==> config.mk <==
export PLATFORM = sky130hd
export DESIGN_NAME = seg_disp_arbiter
export DESIGN_NICKNAME = d
export VERILOG_FILES = /design/src/rtl/seg_disp_pkg.sv /design/src/rtl/seg_disp_arbiter_rr.sv /design/src/rtl/seg_disp_arbiter.sv
export SDC_FILE = /design/constraint.sdc
export NUM_CORES = 1
export LEC_CHECK = 0
export ABC_AREA = 0
export BUFFER_PORTS_ARGS = -buffer_cell sky130_fd_sc_hd__buf_2
export CORE_MARGIN = 2
export CORE_UTILIZATION = 50
export CTS_CLUSTER_SIZE = 40
export DETAILED_ROUTE_END_ITERATION = 10
export PLACE_DENSITY = 0.74
export SYNTH_ARGS = -nofsm -noshare
export SYNTH_HDL_FRONTEND = slang
export SYNTH_SLANG_ARGS = --single-unit
export TNS_END_PERCENT = 1
==> constraint.sdc <==
create_clock -name clk -period 5.3 [get_ports clk]
set_input_delay 1.06 -clock clk [delete_from_list [all_inputs] [get_ports clk]]
set_output_delay 1.06 -clock clk [all_outputs]
set_load 0.05 [all_outputs]
==> src/rtl/seg_disp_pkg.sv <==
// Shared encodings for the seven-segment display arbiter: field select and loader choose codes.
package seg_disp_pkg;

   typedef enum logic [1:0] {
      CHOOSE_IDLE  = 2'b00,
      CHOOSE_LEFT  = 2'b01,
      CHOOSE_RIGHT = 2'b10
   } choose_e;

   localparam logic FIELD_LEFT  = 1'b0;
   localparam logic FIELD_RIGHT = 1'b1;

   function automatic logic [1:0] choose_for(input logic field);
      return (field == FIELD_RIGHT) ? CHOOSE_RIGHT : CHOOSE_LEFT;
   endfunction

endpackage

==> src/rtl/seg_disp_arbiter_rr.sv <==
// Combinational round-robin picker: first eligible requester at or after ptr, wrapping mod N.
// Zero latency; the owner of ptr decides when it advances.
module rr_arbiter #(
   parameter int N  = 4,
   parameter int PW = (N > 1) ? $clog2(N) : 1
) (
   input  logic [N-1:0]  elig,
   input  logic [PW-1:0] ptr,
   output logic [N-1:0]  grant,
   output logic          valid
);

   logic [PW-1:0] idx;

   always_comb begin
      grant = '0;
      valid = 1'b0;
      idx   = '0;
      for (int k = 0; k < N; k++) begin
         idx = PW'((int'(ptr) + k) % N);
         if (!valid && elig[idx]) begin
            grant[idx] = 1'b1;
            valid      = 1'b1;
         end
      end
   end

endmodule

==> src/rtl/seg_disp_arbiter.sv <==
// Round-robin sharing of the two 3-digit display fields; one write per cycle, outputs one cycle after grant.
// A written field stays locked for HOLD_CYC cycles; requesters simply wait (req held) until granted.
module seg_disp_arbiter
   import seg_disp_pkg::*;
#(
   parameter int N_REQ    = 4,
   parameter int HOLD_W   = 24,
   parameter int HOLD_CYC = 12_500_000
) (
   input  logic                 clk,
   input  logic                 rstn,
   input  logic [N_REQ-1:0]     req,
   input  logic [N_REQ-1:0]     req_field,
   input  logic [8*N_REQ-1:0]   req_data,
   output logic [N_REQ-1:0]     ack,
   output logic [7:0]           bin,
   output logic [1:0]           choose,
   output logic [1:0]           field_lock
);

   localparam int PW = $clog2(N_REQ);
   localparam logic [HOLD_W-1:0] HOLD_LOAD = HOLD_W'(HOLD_CYC);

   logic [1:0][HOLD_W-1:0] hold_cnt;
   logic [PW-1:0]          ptr;
   logic [PW-1:0]          ptr_nxt;
   logic [N_REQ-1:0]       elig;
   logic [N_REQ-1:0]       grant;
   logic                   valid;
   logic [PW-1:0]          gidx;
   logic                   g_field;
   logic [7:0]             g_data;

   assign field_lock = {hold_cnt[1] != '0, hold_cnt[0] != '0};

   // A requester acked this cycle is still holding req; keep it out so it cannot win twice.
   always_comb begin
      elig = '0;
      for (int i = 0; i < N_REQ; i++)
         elig[i] = req[i] & ~field_lock[req_field[i]] & ~ack[i];
   end

   rr_arbiter #(.N(N_REQ), .PW(PW)) u_rr (
      .elig  (elig),
      .ptr   (ptr),
      .grant (grant),
      .valid (valid)
   );

   always_comb begin
      gidx    = '0;
      g_field = FIELD_LEFT;
      g_data  = '0;
      for (int i = 0; i < N_REQ; i++) begin
         if (grant[i]) begin
            gidx    = PW'(i);
            g_field = req_field[i];
            g_data  = req_data[8*i +: 8];
         end
      end
      ptr_nxt = (gidx == PW'(N_REQ - 1)) ? '0 : gidx + 1'b1;
   end

   always_ff @(posedge clk or negedge rstn) begin
      if (!rstn) begin
         ack      <= '0;
         bin      <= '0;
         choose   <= CHOOSE_IDLE;
         ptr      <= '0;
         hold_cnt <= '0;
      end else begin
         ack <= grant;
         if (valid) begin
            bin    <= g_data;
            choose <= choose_for(g_field);
            ptr    <= ptr_nxt;
         end else begin
            choose <= CHOOSE_IDLE;
         end
         // Load on grant, otherwise count down and park at zero.
         for (int f = 0; f < 2; f++) begin
            if (valid && g_field == 1'(f))
               hold_cnt[f] <= HOLD_LOAD;
            else if (hold_cnt[f] != '0)
               hold_cnt[f] <= hold_cnt[f] - 1'b1;
         end
      end
   end

endmodule

* Word level (Yosys, flattened, before mapping) *
Cells that the tools add are included.
W data, S select, Z words.

storage, ports and cells
  register bits = 64
  input bits = 42
  output and inout bits = 16
  logic and storage cells = 111

operators by class
  add/subtract/negate cells = 6
  $lt $le $gt $ge = 12
  equal/unequal tests = 1
  mux-type cells = 50
  bitwise logic cells = 20
  reductions and logical operators = 16

operators by type and width
  cell                     count
  $mux W24                 4
  $reduce_bool A24 Y1      2
  $sub A24 B1 Y24 const B  2
  $mux W8                  4
  $mux W1                  25
  $mux W4                  4
  $lt A2 B3 Y1 const B     4
  $or A4 B4 Y4             3
  $mux W2                  5
  $logic_and A1 B1 Y1      9
  $not A1 Y1               9
  $and A1 B1 Y1            8
  $bmux W1 S2              4
  $demux W1 S2             4
  $ge A2 B1 Y1 const B     4
  $lt A1 B2 Y1 const B     4
  $add A2 B1 Y2 const B    2
  $add A2 B2 Y2 const B    2
  $reduce_bool A2 Y1       2
  $logic_not A1 Y1         3
  $eq A2 B2 Y1 const B     1

* Depth between registers and ports, before layout *
Gate-level depths: netlist (run 1).

  depth in word-level cells = 25
  depth in mapped cells = 16
  mapped depth without buffers = 13

* Hierarchy *
From an unflattened synthesis (run 1), not the netlist that was laid out.

unflattened totals
  cell total of the unflattened synthesis = 444
  area total of the unflattened synthesis = 4008.8 µm²

modules (own cells, without submodules)
  module            times used  cells each  area each (µm²)  seq. area each (µm²)
  seg_disp_arbiter  1           382         3514.6           1601.5
  rr_arbiter        1           62          494.2            0.0

* Least setup slack after synthesis (run 1) *
OpenSTA, ideal clock, no wires.

  kind = register to register
  from = register hold_cnt[33] in the netlist's numbering
  to = register hold_cnt[0] in the netlist's numbering
  setup time = 0.070 ns
  arrival = 3.728 ns
  data required time = 5.230 ns
  slack = 1.502 ns
  stages on the path, launching flop included = 14
  buffers on the path = 3
  clock period less this slack = 3.798 ns
  cells stage by stage = dfrtp_1 -> or4_4 -> or4_1 -> buf_2 -> o32a_1 -> o221a_1 -> or2_1 -> buf_2 -> a41o_1 -> or4b_4 -> o211ai_2 -> inv_2 -> buf_6 -> nor2_4

on the way
  elaborated cells on any way between the ends = 54
  classes of those cells = 29 x mux; 16 x bitwise; 9 x reduce/logical

RTL lines
  item                                            line                       source
  from (decl)                                     seg_disp_arbiter.sv:24     logic [1:0][HOLD_W-1:0] hold_cnt;
  from (signal, indexed assignment)               seg_disp_arbiter.sv:85     hold_cnt[f] <= hold_cnt[f] - 1'b1;
  $reduce_bool A24 Y1 *                           seg_disp_arbiter.sv:34     assign field_lock = {hold_cnt[1] != '0, hold_cnt[0] != '0};
  $mux W1 (not written as such) (2 in a row)      seg_disp_arbiter.sv:40     elig[i] = req[i] & ~field_lock[req_field[i]] & ~ack[i];
  $not A1 Y1                                      seg_disp_arbiter.sv:40
  $and A1 B1 Y1 (2 in a row)                      seg_disp_arbiter.sv:40
  $bmux W1 S2                                     seg_disp_arbiter_rr.sv:21  if (!valid && elig[idx]) begin
  $mux W1 (not written as such)                   seg_disp_arbiter_rr.sv:21
  $mux W1                                         seg_disp_arbiter_rr.sv:21
  $logic_not A1 Y1                                seg_disp_arbiter_rr.sv:21
  (+5 left out)                                   n/a
  $logic_not A1 Y1                                seg_disp_arbiter_rr.sv:21
  $logic_and A1 B1 Y1                             seg_disp_arbiter_rr.sv:21
  $mux W4 *                                       seg_disp_arbiter_rr.sv:21
  via grant[1]                                    seg_disp_arbiter.sv:28     logic [N_REQ-1:0] grant;
  $mux W1 * (3 in a row)                          seg_disp_arbiter.sv:55     if (grant[i]) begin
  $not A1 Y1 *                                    seg_disp_arbiter.sv:82     if (valid && g_field == 1'(f))
  $logic_and A1 B1 Y1 *                           seg_disp_arbiter.sv:82
  $mux W24 or $reduce_bool A2 Y1 (tied branches)  n/a

The timed path passes the listed nets; every way through them passes the cells marked *. The select of a mux whose other input is x is not followed.
A chain may end at the register's enable or synchronous reset.

* Worst setup path after layout (run 1) *
  from = register hold_cnt[33] in the netlist's numbering
  to = register hold_cnt[1] in the netlist's numbering

Same word-level chain as after synthesis.

==> impl_results.md, run 1 <==
- Total gr overflow: 0
- Die ar.: slightly above 9000 um2
- Syn_nets: 520
- Reg2reg path depth: 11
- Critical path fanouts, max: 13
- PortBufs: 57
- Post_cts resized: 0
- CTS sink count: 64
- Via density: between 6 and 7
- Placed Cells: 615
- Routed wire length: ~10000 um
- Post-synth top flop: dfrtp_1
- Worst Hold Endpoint: hold_cnt[47]
- Fin crit period: approximately 4.4 ns
- Gr busiest metal: met2
- Row cnt: 33
- Die X: between 90 and 100 um
- Fmax: between 0.2 and 0.25 GHz
- CTS buffer count: 9
- Vias in the first global route: 3700
- Synth warnings: 0
- Met2 Usage GRT: about two fifths
- CTS Hold Bufs: 0
- Root buf cell: clkbuf_8
- Leak: ~1.9 nW
- Die height: 95.87 um
- Htree depth: 3
- Max-Cap Viols: 0
- Pwr/cell area: around 650 nW/um2
- Worst vdd ir: approximately 0.43 mV
- Worst-path clk slew: about 0.080 ns
- Antenna fix cells: 0
- Final period util: roughly 84%
- CTS max path bufs: 2
- Initial Util: approximately 51%
- Max Slew Vio Count: 0
- Share of the synthesized area in the top cell type: between 30% and 40%
- Distinct cells, synth: 67
- GP Congestion: 0.9891
- Fin cells: 631
- Synth-to-Final Area Change: 14.76%
- Slowest cell on the critical path: or4_4
- Most numerous cell in the Yosys netlist: dfrtp_1
- Worst EP arrival: ~4.7 ns
- Total track usage: 24.30%
- Avg WL per Cell: 16.55 um
- Layout cells sized above 1: between 20% and 30%
- TritonCTS clock tree: yes
- Largest cells by area after synthesis: dfrtp_1 38%, xnor2_1 5.4%, nand2_1 5.2%
- Setup violators final: 0
- Ports: a little under 60
- Worst skew pair latency: between 0.3 and 0.4 ns
- First DRT Iteration DRCs: around 220
- Slew HR: between 20% and 30%
- RR Endpoint: hold_cnt[1]
- Post CTS Setup Buffer Count: 0
- Final ANT Viol Nets: 0
- Post-DP HPWL: between 7000 and 8000 um
- Outcome: completed
- Sum Neg Setup Slack: 0 ns
- Pre-CTS setup slack: roughly 1.0 ns
- DRC: 0
- CP Cell Sequence: or4_4, or4_1, o32ai_1, a221oi_1, nor3_1, a31oi_1, a41o_1, or4b_4, o211ai_2, inv_2, a211oi_1
- Slowest stage delay, CP: 0.58 ns
- Worst Hold Class: reg -> reg
- Pin count of the biggest net entering global routing: 65
- Worst r2r src: hold_cnt[33]
- Crit Path Category: reg -> reg
- Min-delay src: hold_cnt[47]
- Critical Path RT: approximately 5.6 ns
- Setup ws final: a little under 0.9 ns
- Final Hold Vio Count: 0
- Nets: ~570
- WHS Path Cells: 2
- Core region area: slightly above 8000 um2
- Filler Cells Inserted: between 700 and 800
- M3 GR Usage: roughly 5.1%
- Post-synth top cells: 64 x dfrtp_1, 58 x nand2_1, 29 x nor2_1
- Mapped Area: between 4000 and 5000 um2
- Clock Skew: roughly 0.008 ns
- Area leader, netlist: dfrtp_1
- R2R Setup Slk: around 0.86 ns
- Syn_area_per_cell: 9.018 um2
- Asr flop ratio synth: 100.0%
- CP startpoint kind: register
- Global-route wire length before repair: about 17000 um
- RSZ-0062 raised after global routing: false
- Post-synthesis sequential area ratio: 37.95%
- Post-synth EDFFs: 0
- Global routing usage on met1: a little under a third
- Worst Tran Pin Value: ~1.1 ns
- Initial antenna violation count: 0
- Router iterations before antenna repair: 6
- Mapped Cells: approximately 470
- Crit path capture type: register
- Register bit count reported by yosys: 64
- Total vias in the final route: approximately 3800
cell families (layout without fill, tap and decap cells):
group / Yosys count / after routing / share of synthesized area, %
adders and majority gates: 10 / 10 / 2.965
and+or+nand+nor: 231 / 231 / 30.77
AOI/OAI and AO/OA: 85 / 85 / 14.82
DFF: 64 / 64 / 37.95
buffers and inverters: 35 / 93 / 3.587
muxes: 3 / 3 / 1.601
xor gates and xnor gates: 40 / 40 / 8.301
layout make-up:
class                      instances  area, um2  share of cell area [%]
multi-input combinational        369       2472                   51.05
sequential                        64       1602                   33.07
inverter                          13      48.80                   1.007
clock inverter                     7      127.6                   2.635
tap                              105      131.4                   2.712
clock buffer                       9      123.9                   2.557
timing repair buffer              64      337.8                   6.975
cell usage in the layout (no fill, tap or decap), types with 4 or more instances in the layout:
cell / synthesis / layout
buf_2: 10 / 57
nor2_4: 9 / 9
or3_1: 10 / 10
nand3b_1: 4 / 4
nor4b_1: 4 / 4
buf_4: 0 / 7
nand2b_1: 7 / 7
a32o_1: 4 / 4
dfrtp_1: 64 / 64
a31oi_1: 4 / 4
or4_1: 13 / 13
a21o_1: 9 / 9
o21ai_0: 6 / 6
nor3b_1: 12 / 12
nor2b_1: 5 / 5
a21oi_1: 23 / 23
xnor2_1: 26 / 26
nor3_1: 27 / 27
nor2_1: 29 / 29
nor4_1: 16 / 16
clkbuf_8: 0 / 9
nand2_1: 58 / 58
inv_1: 11 / 11
ha_1: 10 / 10
nand3_1: 19 / 19
xor2_1: 14 / 14
stage by stage:
step	utilization (%)	total power, mW	hold WS, ns	area [um2]
global placement	55.89	2.559	0.5142	4592
detailed placement	55.89	2.611	0.5152	4592
finish	58.95	3.166	0.5361	4843
CTS	58.95	3.155	0.5358	4843
floorplan	-	2.203	0.4855	4220
global route	58.95	3.390	0.5686	4843
registers in the layout, summed over array words and instances, names as in the netlist:
name,count
ack,4
choose,2
hold_cnt,48
ptr,2
bin,8
routing by layer:
metal | part of all wire (%) | vias up
met5 | 0 | -
met3 | 6.1 | 27
li1 | - | 1823
met2 | 48 | 142
met4 | 2.7 | 0
met1 | 43 | 1812
worst max path at each step:
stage,start,slack (ns),end,cells after the start
floorplan,hold_cnt[33],1.50,hold_cnt[0],13
detailed placement,hold_cnt[8],1.01,hold_cnt[1],11
global placement,hold_cnt[33],1.02,hold_cnt[1],10
finish,hold_cnt[33],0.86,hold_cnt[1],11
CTS,hold_cnt[0],0.97,hold_cnt[1],13
global route,hold_cnt[0],0.57,hold_cnt[1],13
worst max-delay path: cells and delay by family, from the launching register on:
kind / cells / cell delay, ns
AND/OR/NAND/NOR: 4 / 2.13
AO/OA/AOI/OAI: 6 / 1.53
flip-flops: 1 / 0.44
buffers and inverters: 1 / 0.25
where the power goes:
part	total [mW]	leakage (nW)	internal, mW	switching, mW
registers	0.745	0.722	0.629	0.116
logic	1.88	1.08	0.646	1.24
clock network	0.537	0.126	0.319	0.218
total	3.17	1.93	1.59	1.57
(Power assumes the default switching activity.)
==> run 2: changes to the inputs <==
==> constraint.sdc (replaced) <==
create_clock -name clk -period 4.1 [get_ports clk]
set_input_delay 0.82 -clock clk [delete_from_list [all_inputs] [get_ports clk]]
set_output_delay 0.82 -clock clk [all_outputs]
set_load 0.05 [all_outputs]
==> run 2 against run 1 <==
Critical endpoint is now hold_cnt[2]. Non-clock buffer count grew 26. Maximum frequency is 12% higher. Critical path type unchanged. Total power is 33% higher. Die area did not move. Largest power group unchanged. Cell count up 4.3%. Core utilization up 3.1 points. Final area up 5.3%.
==> impl_results.md, run 2 (synthesized netlist as in run 1, its figures left out) <==
- Met1 Routed Length: 4770 um (was 4520 um)
- Worst-path clk slew: 0.07 ns (was 0.08 ns)
- Nets: 600 (was 573)
- Worst vdd ir: 0.6085 mV (was 0.4252 mV)
- Flop pwr share: 22.4% (was 23.5%)
- Layout cells sized above 1: 26.76% (was 20.34%)
- Total track usage: 25.01% (was 24.30%)
- Clock Skew: 0.007234 ns (was 0.008242 ns)
- Die ar.: 9191 um2 (unchanged)
- Root buf cell: clkbuf_8 (unchanged)
- Worst Tran Pin Value: 0.9460 ns (was 1.087 ns)
- CP startpoint kind: register (unchanged)
- CTS buffer count: 9 (unchanged)
- Fin cells: 658 (was 631)
- Sw Share: 48.52% (was 49.68%)
- Reg2reg path depth: 11 (unchanged)
- WHS Path Cells: 2 (unchanged)
- Top Metal Used: met4 (unchanged)
- Total gr overflow: 0 (unchanged)
- Routed wire length: 10830 um (was 10440 um)
- Core region area: 8217 um2 (unchanged)
- CP Cell Sequence: or4_1, or4_1, o32a_1, o221a_2, nor4b_1, nor3_1, nor4bb_1, o211ai_2, inv_2, buf_12, a21oi_1 (was or4_4, or4_1, o32ai_1, a221oi_1, nor3_1, a31oi_1, a41o_1, or4b_4, o211ai_2, inv_2, a211oi_1)
- CTS max path bufs: 2 (unchanged)
- Fin crit period: 3.976 ns (was 4.435 ns)
- Via density: 6.033 (was 6.029)
- Slowest cell on the critical path: or4_1 (was or4_4)
- Pre-CTS setup slack: 0.1234 ns (was 1.009 ns)
- Slew HR: 36.93% (was 27.41%)
- Fmax: 0.2515 GHz (was 0.2255 GHz)
- Final core utilization: 62.07% (was 58.95%)
- Die height: 95.87 um (unchanged)
- First DRT Iteration DRCs: 291 (was 222)
- Post-DP HPWL: 7902 um (was 7646 um)
- Worst Hold Class: reg -> reg (unchanged)
- Finished Cell Area: 5100 um2 (was 4843 um2)
- Worst r2r src: hold_cnt[13] (was hold_cnt[33])
- Register area: 1602 um2 (unchanged)
- Min-delay src: hold_cnt[11] (was hold_cnt[47])
- Router iterations before antenna repair: 5 (was 6)
- Power share of the clock group: 12.8% (was 17.0%)
- PortBufs: 57 (unchanged)
- Commonest non-fill, non-tap cells in the layout: 64 x dfrtp_1, 58 x nand2_1, 57 x buf_2, 31 x buf_4, 28 x nor2_1 (was 64 x dfrtp_1, 58 x nand2_1, 57 x buf_2, 29 x nor2_1, 27 x nor3_1)
- Slowest stage delay, CP: 0.63 ns (was 0.58 ns)
- Total vias in the final route: 3970 (was 3804)
- Htree depth: 3 (unchanged)
- Vias in the first global route: 3663 (was 3700)
- Placed Cells: 639 (was 615)
- Critical Path RT: 4.33 ns (was 5.56 ns)
- Global-route wire length before repair: 17780 um (was 17300 um)
- TritonCTS clock tree: yes (unchanged)
- Final Hold Vio Count: 0 (unchanged)
- Avg WL per Cell: 16.45 um (was 16.55 um)
- RR Endpoint: hold_cnt[2] (was hold_cnt[1])
- Crit Path Category: reg -> reg (unchanged)
- Setup ws final: 0.1240 ns (was 0.8647 ns)
- Setup violators final: 0 (unchanged)
- Worst EP arrival: 4.20 ns (was 4.70 ns)
- Filler Cells Inserted: 704 (was 701)
- Worst skew pair latency: 0.35 ns (about the same)
- Max Slew Vio Count: 0 (unchanged)
- Final ANT Viol Nets: 0 (unchanged)
- Most common cell after layout, fill and taps aside: dfrtp_1 (unchanged)
- R2R Setup Slk: 0.12 ns (was 0.86 ns)
- GP Congestion: 0.8976 (was 0.9891)
- Critical path fanouts, max: 6 (was 13)
- Row cnt: 33 (unchanged)
- P_int: 2.173 mW (was 1.593 mW)
- Metal2 WL: 4970 um (was 5004 um)
- Final period util: 96.98% (was 83.68%)
- Initial Util: 51.36% (unchanged)
- Pin count of the biggest net entering global routing: 44 (was 65)
- CTS sink count: 64 (unchanged)
- Biggest regs: hold_cnt: 48 flops, bin: 8 flops, ack: 4 flops (unchanged)
- Post-DP Area: 4797 um2 (was 4592 um2)
- Top reg by flops: hold_cnt (unchanged)
- Outcome: completed (unchanged)
- Crit path capture type: register (unchanged)
- Met3 wire length: 740 um (was 636 um)
- Combinational Power Share: 64.9% (was 59.5%)
- Antenna fix cells: 0 (unchanged)
- Die X: 95.87 um (unchanged)
- DRC: 0 (unchanged)
- Max-Cap Viols: 0 (unchanged)
- Max reg flops: 48 (unchanged)
- P_sw: 2.048 mW (was 1.573 mW)
- Synth-to-Final Area Change: 20.84% (was 14.76%)
- Worst Hold Endpoint: hold_cnt[11] (was hold_cnt[47])
- CTS Hold Bufs: 0 (unchanged)
- Leak: 2.075 nW (was 1.926 nW)
- Pwr/cell area: 827.6 nW/um2 (was 653.8 nW/um2)
- Design Power: 4.220 mW (was 3.166 mW)
- Multi-input logic area: 2565 um2 (was 2472 um2)
- Ports: 58 (unchanged)
- Most common cell on crit path: or4_1
- Initial antenna violation count: 0 (unchanged)
[run 2: cell types whose count changed in the layout (fill, tap and decap cells not counted), moves of 3 or more]
| cell | delta |
|---|---|
| clkinvlp_4 | +3 |
| a32o_2 | +3 |
| a32o_1 | -3 |
| nor3_1 | -3 |
| buf_4 | +24 |
| nor3_2 | +3 |
[run 2: layout make-up]
cell class	instances	share of cell area [%]
inverters	13	0.9568
clock buffers	9	2.429
well taps	105	2.576
clock inverters	7	1.398
multi-input cells	370	50.29
flip-flops and latches	64	31.40
repair buffers	90	10.94
[run 2: power by group through the flow]
stage	Sequential, mW	Combinational, mW	Clock [mW]
2_1_floorplan	1.16	1.69	0
3_3_place_gp	0.943	2.61	0
3_5_place_dp	0.951	2.67	0
4_1_cts	0.940	2.69	0.552
5_1_grt	0.966	3.01	0.585
6_report	0.944	2.74	0.538
[run 2: worst max-delay path, delay by kind of cell, from the launching register on]
family / cells / cell delay, ns
AOI/OAI and AO/OA: 4 / 0.79
buffers and inverters: 2 / 0.37
DFF: 1 / 0.42
and+or+nand+nor: 5 / 2.26
[run 2: what timing repair did]
item,4_1_cts,5_1_grt
setup endpoints to repair,0,55
gates resized for setup,0,16
buffers inserted,0,2
[run 2: through the flow]
| stage | hold slack, ns | TNS, ns |
|---|---|---|
| 6_report | 0.5384 | 0 |
| 5_1_grt | 0.5845 | -0.006645 |
| 4_1_cts | 0.5330 | 0 |
| 3_5_place_dp | 0.5137 | 0 |
| 3_3_place_gp | 0.5028 | 0 |
| 2_1_floorplan | 0.4855 | 0 |
[run 2: metal layers]
metal / global-route usage, % / up-vias
met5: 0 / -
met4: 10.71 / 0
met3: 4.777 / 34
met2: 39.92 / 156
met1: 33.27 / 1901
li1: - / 1879
[run 2: worst max-delay path by stage]
stage | start | endpoint | slack (ns) | cells past startpoint
after floorplan | hold_cnt[33] | hold_cnt[0] | 0.30 | 13
after global placement | hold_cnt[33] | hold_cnt[7] | 0.22 | 11
after detailed placement | hold_cnt[33] | hold_cnt[2] | 0.12 | 11
after CTS | hold_cnt[33] | hold_cnt[2] | 0.1 | 11
after global routing | hold_cnt[0] | hold_cnt[2] | -0.007 | 16
final | hold_cnt[13] | hold_cnt[2] | 0.12 | 11
==> run 3: changes to the inputs <==
--- a/config.mk
+++ b/config.mk
@@ -5,13 +5,13 @@
 export SDC_FILE = /design/constraint.sdc
 export NUM_CORES = 1
 export LEC_CHECK = 0
-export ABC_AREA = 0
+export ABC_AREA = 1
 export BUFFER_PORTS_ARGS = -buffer_cell sky130_fd_sc_hd__buf_2
 export CORE_MARGIN = 2
 export CORE_UTILIZATION = 50
 export CTS_CLUSTER_SIZE = 40
 export DETAILED_ROUTE_END_ITERATION = 10
-export PLACE_DENSITY = 0.74
+export PLACE_DENSITY = 0.73
 export SYNTH_ARGS = -nofsm -noshare
 export SYNTH_HDL_FRONTEND = slang
 export SYNTH_SLANG_ARGS = --single-unit
==> run 3 against run 2 <==
Die area grew 7.3%. Area after synthesis grew 7.6%. Hold slack lost 0.058 ns. Core utilization shrank 4.0 points. Register-to-register slack gained 0.52 ns. Sequential share of layout area grew 0.062 points. Flip-flop and latch count is the same. Synthesized cell count grew 32%. Critical path depth grew 8. Critical path type unchanged. Worst setup slack gained 0.52 ns. Routed wire length shrank 1.9%.
==> impl_results.md, run 3 <==
- Slew HR: 54.91% (was 36.93%)
- Die height: 99.32 um (was 95.87 um)
- Register bit count reported by yosys: 64 (unchanged)
- Reg2reg path depth: 19 (was 11)
- Area leader, netlist: dfrtp_1 (unchanged)
- Synth warnings: 0 (unchanged)
- Commonest non-fill, non-tap cells in the layout: 160 x nand2_1, 66 x nor2_1, 64 x inv_1, 64 x dfrtp_1, 57 x buf_2 (was 64 x dfrtp_1, 58 x nand2_1, 57 x buf_2, 31 x buf_4, 28 x nor2_1)
- Antenna fix cells: 0 (unchanged)
- Crit path capture type: register (unchanged)
- Routed wire length: 10620 um (was 10830 um)
- Die X: 99.32 um (was 95.87 um)
- CTS buffer count: 9 (unchanged)
- Total vias in the final route: 4101 (was 3970)
- Outcome: completed (unchanged)
- Asr flop ratio synth: 100.0% (unchanged)
- Syn_nets: 669 (was 520)
- Post-synth top cells: 160 x nand2_1, 66 x nor2_1, 64 x dfrtp_1, 64 x inv_1, 45 x nand3_1 (was 64 x dfrtp_1, 58 x nand2_1, 29 x nor2_1)
- Final ANT Viol Nets: 0 (unchanged)
- Fin crit period: 3.457 ns (was 3.976 ns)
- Post-synthesis sequential area ratio: 35.25% (was 37.95%)
- Syn_area_per_cell: 7.363 um2 (was 9.018 um2)
- R2R Setup Slk: 0.64 ns (was 0.12 ns)
- Synth-to-Final Area Change: 12.04% (was 20.84%)
- Min-delay src: bin[1] (was hold_cnt[11])
- Max Slew Vio Count: 0 (unchanged)
- Worst Tran Pin Value: 0.6701 ns (was 0.9460 ns)
- CTS sink count: 64 (unchanged)
- Sum Neg Setup Slack: 0 ns (unchanged)
- Core region area: 8763 um2 (was 8217 um2)
- Worst r2r src: hold_cnt[24] (was hold_cnt[13])
- Max reg flops: 48 (unchanged)
- GP Congestion: 0.9593 (was 0.8976)
- Hold Worst Slack: 0.4804 ns (was 0.5384 ns)
- Max-Cap Viols: 0 (unchanged)
- PortBufs: 57 (unchanged)
- Initial antenna violation count: 0 (unchanged)
- Leak: 2.398 nW (was 2.075 nW)
- DRC: 0 (unchanged)
- Worst Hold Endpoint: bin[1] (was hold_cnt[11])
- Pre-CTS setup slack: 0.6450 ns (was 0.1234 ns)
- Root buf cell: clkbuf_8 (unchanged)
- Most common cell after layout, fill and taps aside: nand2_1 (was dfrtp_1)
- Pin count of the biggest net entering global routing: 38 (was 44)
- Largest cells by area after synthesis: dfrtp_1 35%, nand2_1 13%, nor2_1 5.5% (was dfrtp_1 38%, xnor2_1 5.4%, nand2_1 5.2%)
- Worst-path clk slew: 0.08 ns (was 0.07 ns)
- Crit Path Category: reg -> reg (unchanged)
- Top reg by flops: hold_cnt (unchanged)
- Worst EP arrival: 3.66 ns (was 4.20 ns)
- Die ar.: 9864 um2 (was 9191 um2)
- CTS Hold Bufs: 0 (unchanged)
- CP Cell Sequence: inv_1, ha_1, nand2_1, nor2_1, nand3_4, nand2_2, nand4_1, nand3_1, nand2_4, nand3_4, nor2_1, nor2_1, o21ai_1, a21oi_1, nand3_2, nand2_2, nand2_2, inv_2, a21oi_1 (was or4_1, or4_1, o32a_1, o221a_2, nor4b_1, nor3_1, nor4bb_1, o211ai_2, inv_2, buf_12, a21oi_1)
- Post-synth top flop: dfrtp_1 (unchanged)
- Ports: 58 (unchanged)
- Final period util: 84.32% (was 96.98%)
- CP startpoint kind: register (unchanged)
- Total track usage: 22.64% (was 25.01%)
- Router iterations before antenna repair: 4 (was 5)
- Setup ws final: 0.6428 ns (was 0.1240 ns)
- Worst skew pair latency: 0.34 ns (was 0.35 ns)
- Htree depth: 3 (unchanged)
- Post-DP HPWL: 8328 um (was 7902 um)
- Post CTS Setup Buffer Count: 0 (unchanged)
- Clock Skew: 0.01248 ns (was 0.007234 ns)
- Fmax: 0.2893 GHz (was 0.2515 GHz)
- Critical path fanouts, max: 17 (was 6)
- Post-DP Area: 4917 um2 (was 4797 um2)
- Setup violators final: 0 (unchanged)
- CTS max path bufs: 2 (unchanged)
- Final Hold Vio Count: 0 (unchanged)
- Layout cells sized above 1: 21.96% (was 26.76%)
- Share of the synthesized area in the top cell type: 35.25% (was 37.95%)
- First DRT Iteration DRCs: 163 (was 291)
- RR Endpoint: hold_cnt[7] (was hold_cnt[2])
- Critical Path RT: 4.31 ns (was 4.33 ns)
- Vias in the first global route: 3978 (was 3663)
- Worst Hold Class: reg -> reg (unchanged)
- TritonCTS clock tree: yes (unchanged)
- Row cnt: 34 (was 33)
- Nets: 731 (was 600)
- Distinct cells, synth: 37 (was 67)
- Total gr overflow: 0 (unchanged)
- Biggest regs: hold_cnt: 48 flops, bin: 8 flops, ack: 4 flops (unchanged)
- Slowest cell on the critical path: dfrtp_1 (was or4_1)
- WHS Path Cells: 2 (unchanged)
- Worst vdd ir: 0.5144 mV (was 0.6085 mV)
- Mapped Cells: 617 (was 468)
- Post-synth EDFFs: 0 (unchanged)
- Finished Cell Area: 5090 um2 (was 5100 um2)
- Slowest stage delay, CP: 0.37 ns (was 0.63 ns)
- Via density: 5.185 (was 6.033)
- RSZ-0062 raised after global routing: false
- Global-route wire length before repair: 18320 um (was 17780 um)
- Post_cts resized: 0 (unchanged)
- Pwr/cell area: 754.5 nW/um2 (was 827.6 nW/um2)
- Mapped Area: 4543 um2 (was 4220 um2)
- Most numerous cell in the Yosys netlist: nand2_1 (was dfrtp_1)
- Initial Util: 51.84% (was 51.36%)
- Avg WL per Cell: 13.43 um (was 16.45 um)
run 3: cell type report:
cell class	instances	area [um2]
clock buffer	12	155.1
fill	847	3674
tap	108	135.1
multi-input combinational	471	2592
timing repair buffer	61	315.3
clock inverter	3	17.52
inverter	72	272.8
sequential	64	1602
run 3: metrics by stage:
stage | utilization, % | power, mW | instances
4_1_cts | 58.08 | 3.867 | 791
3_3_place_gp | 56.11 | 3.317 | 776
3_5_place_dp | 56.11 | 3.367 | 776
6_report | 58.08 | 3.840 | 791
5_1_grt | 58.08 | 4.206 | 791
2_1_floorplan | - | 2.958 | 617
run 3: how the worst max path moves through the flow:
| stage | start | end | depth (start not counted) |
|---|---|---|---|
| after global routing | hold_cnt[24] | hold_cnt[7] | 21 |
| final | hold_cnt[24] | hold_cnt[7] | 19 |
| after global placement | req_field[0] | hold_cnt[7] | 19 |
| after detailed placement | hold_cnt[24] | hold_cnt[7] | 21 |
| after CTS | hold_cnt[24] | hold_cnt[7] | 19 |
| after floorplan | ptr[0] | hold_cnt[25] | 18 |
run 3: report_power, final:
part / leakage (nW) / internal [mW] / total, mW / switching, mW
logic: 1.57 / 0.717 / 2.41 / 1.69
clock network: 0.0882 / 0.247 / 0.491 / 0.244
registers: 0.738 / 0.799 / 0.939 / 0.140
total: 2.40 / 1.76 / 3.84 / 2.08
run 3: cells by family after synthesis:
kind of cell / synth area share, %
and+or+nand+nor: 41.75
AOI/OAI and AO/OA: 5.233
xor gates and xnor gates: 7.326
buffers and inverters: 7.684
adders and majority gates: 2.754
DFF: 35.25
run 3: layer usage:
| layer | wire length [um] | part of all wire [%] | track usage, % |
|---|---|---|---|
| met3 | 400 | 3.8 | 4.427 |
| met5 | 0 | 0 | 0 |
| met2 | 4993 | 47 | 36.23 |
| met4 | 143 | 1.3 | 5.690 |
| met1 | 5084 | 48 | 31.80 |
run 3: worst max-delay path: cells and delay by family, from the launching register on:
family	cells	cell delay [ns]
AO/OA/AOI/OAI	3	0.44
adder cells (fa/ha/maj)	1	0.19
buffers and inverters	2	0.41
flip-flops	1	0.37
AND/OR/NAND/NOR	13	1.91
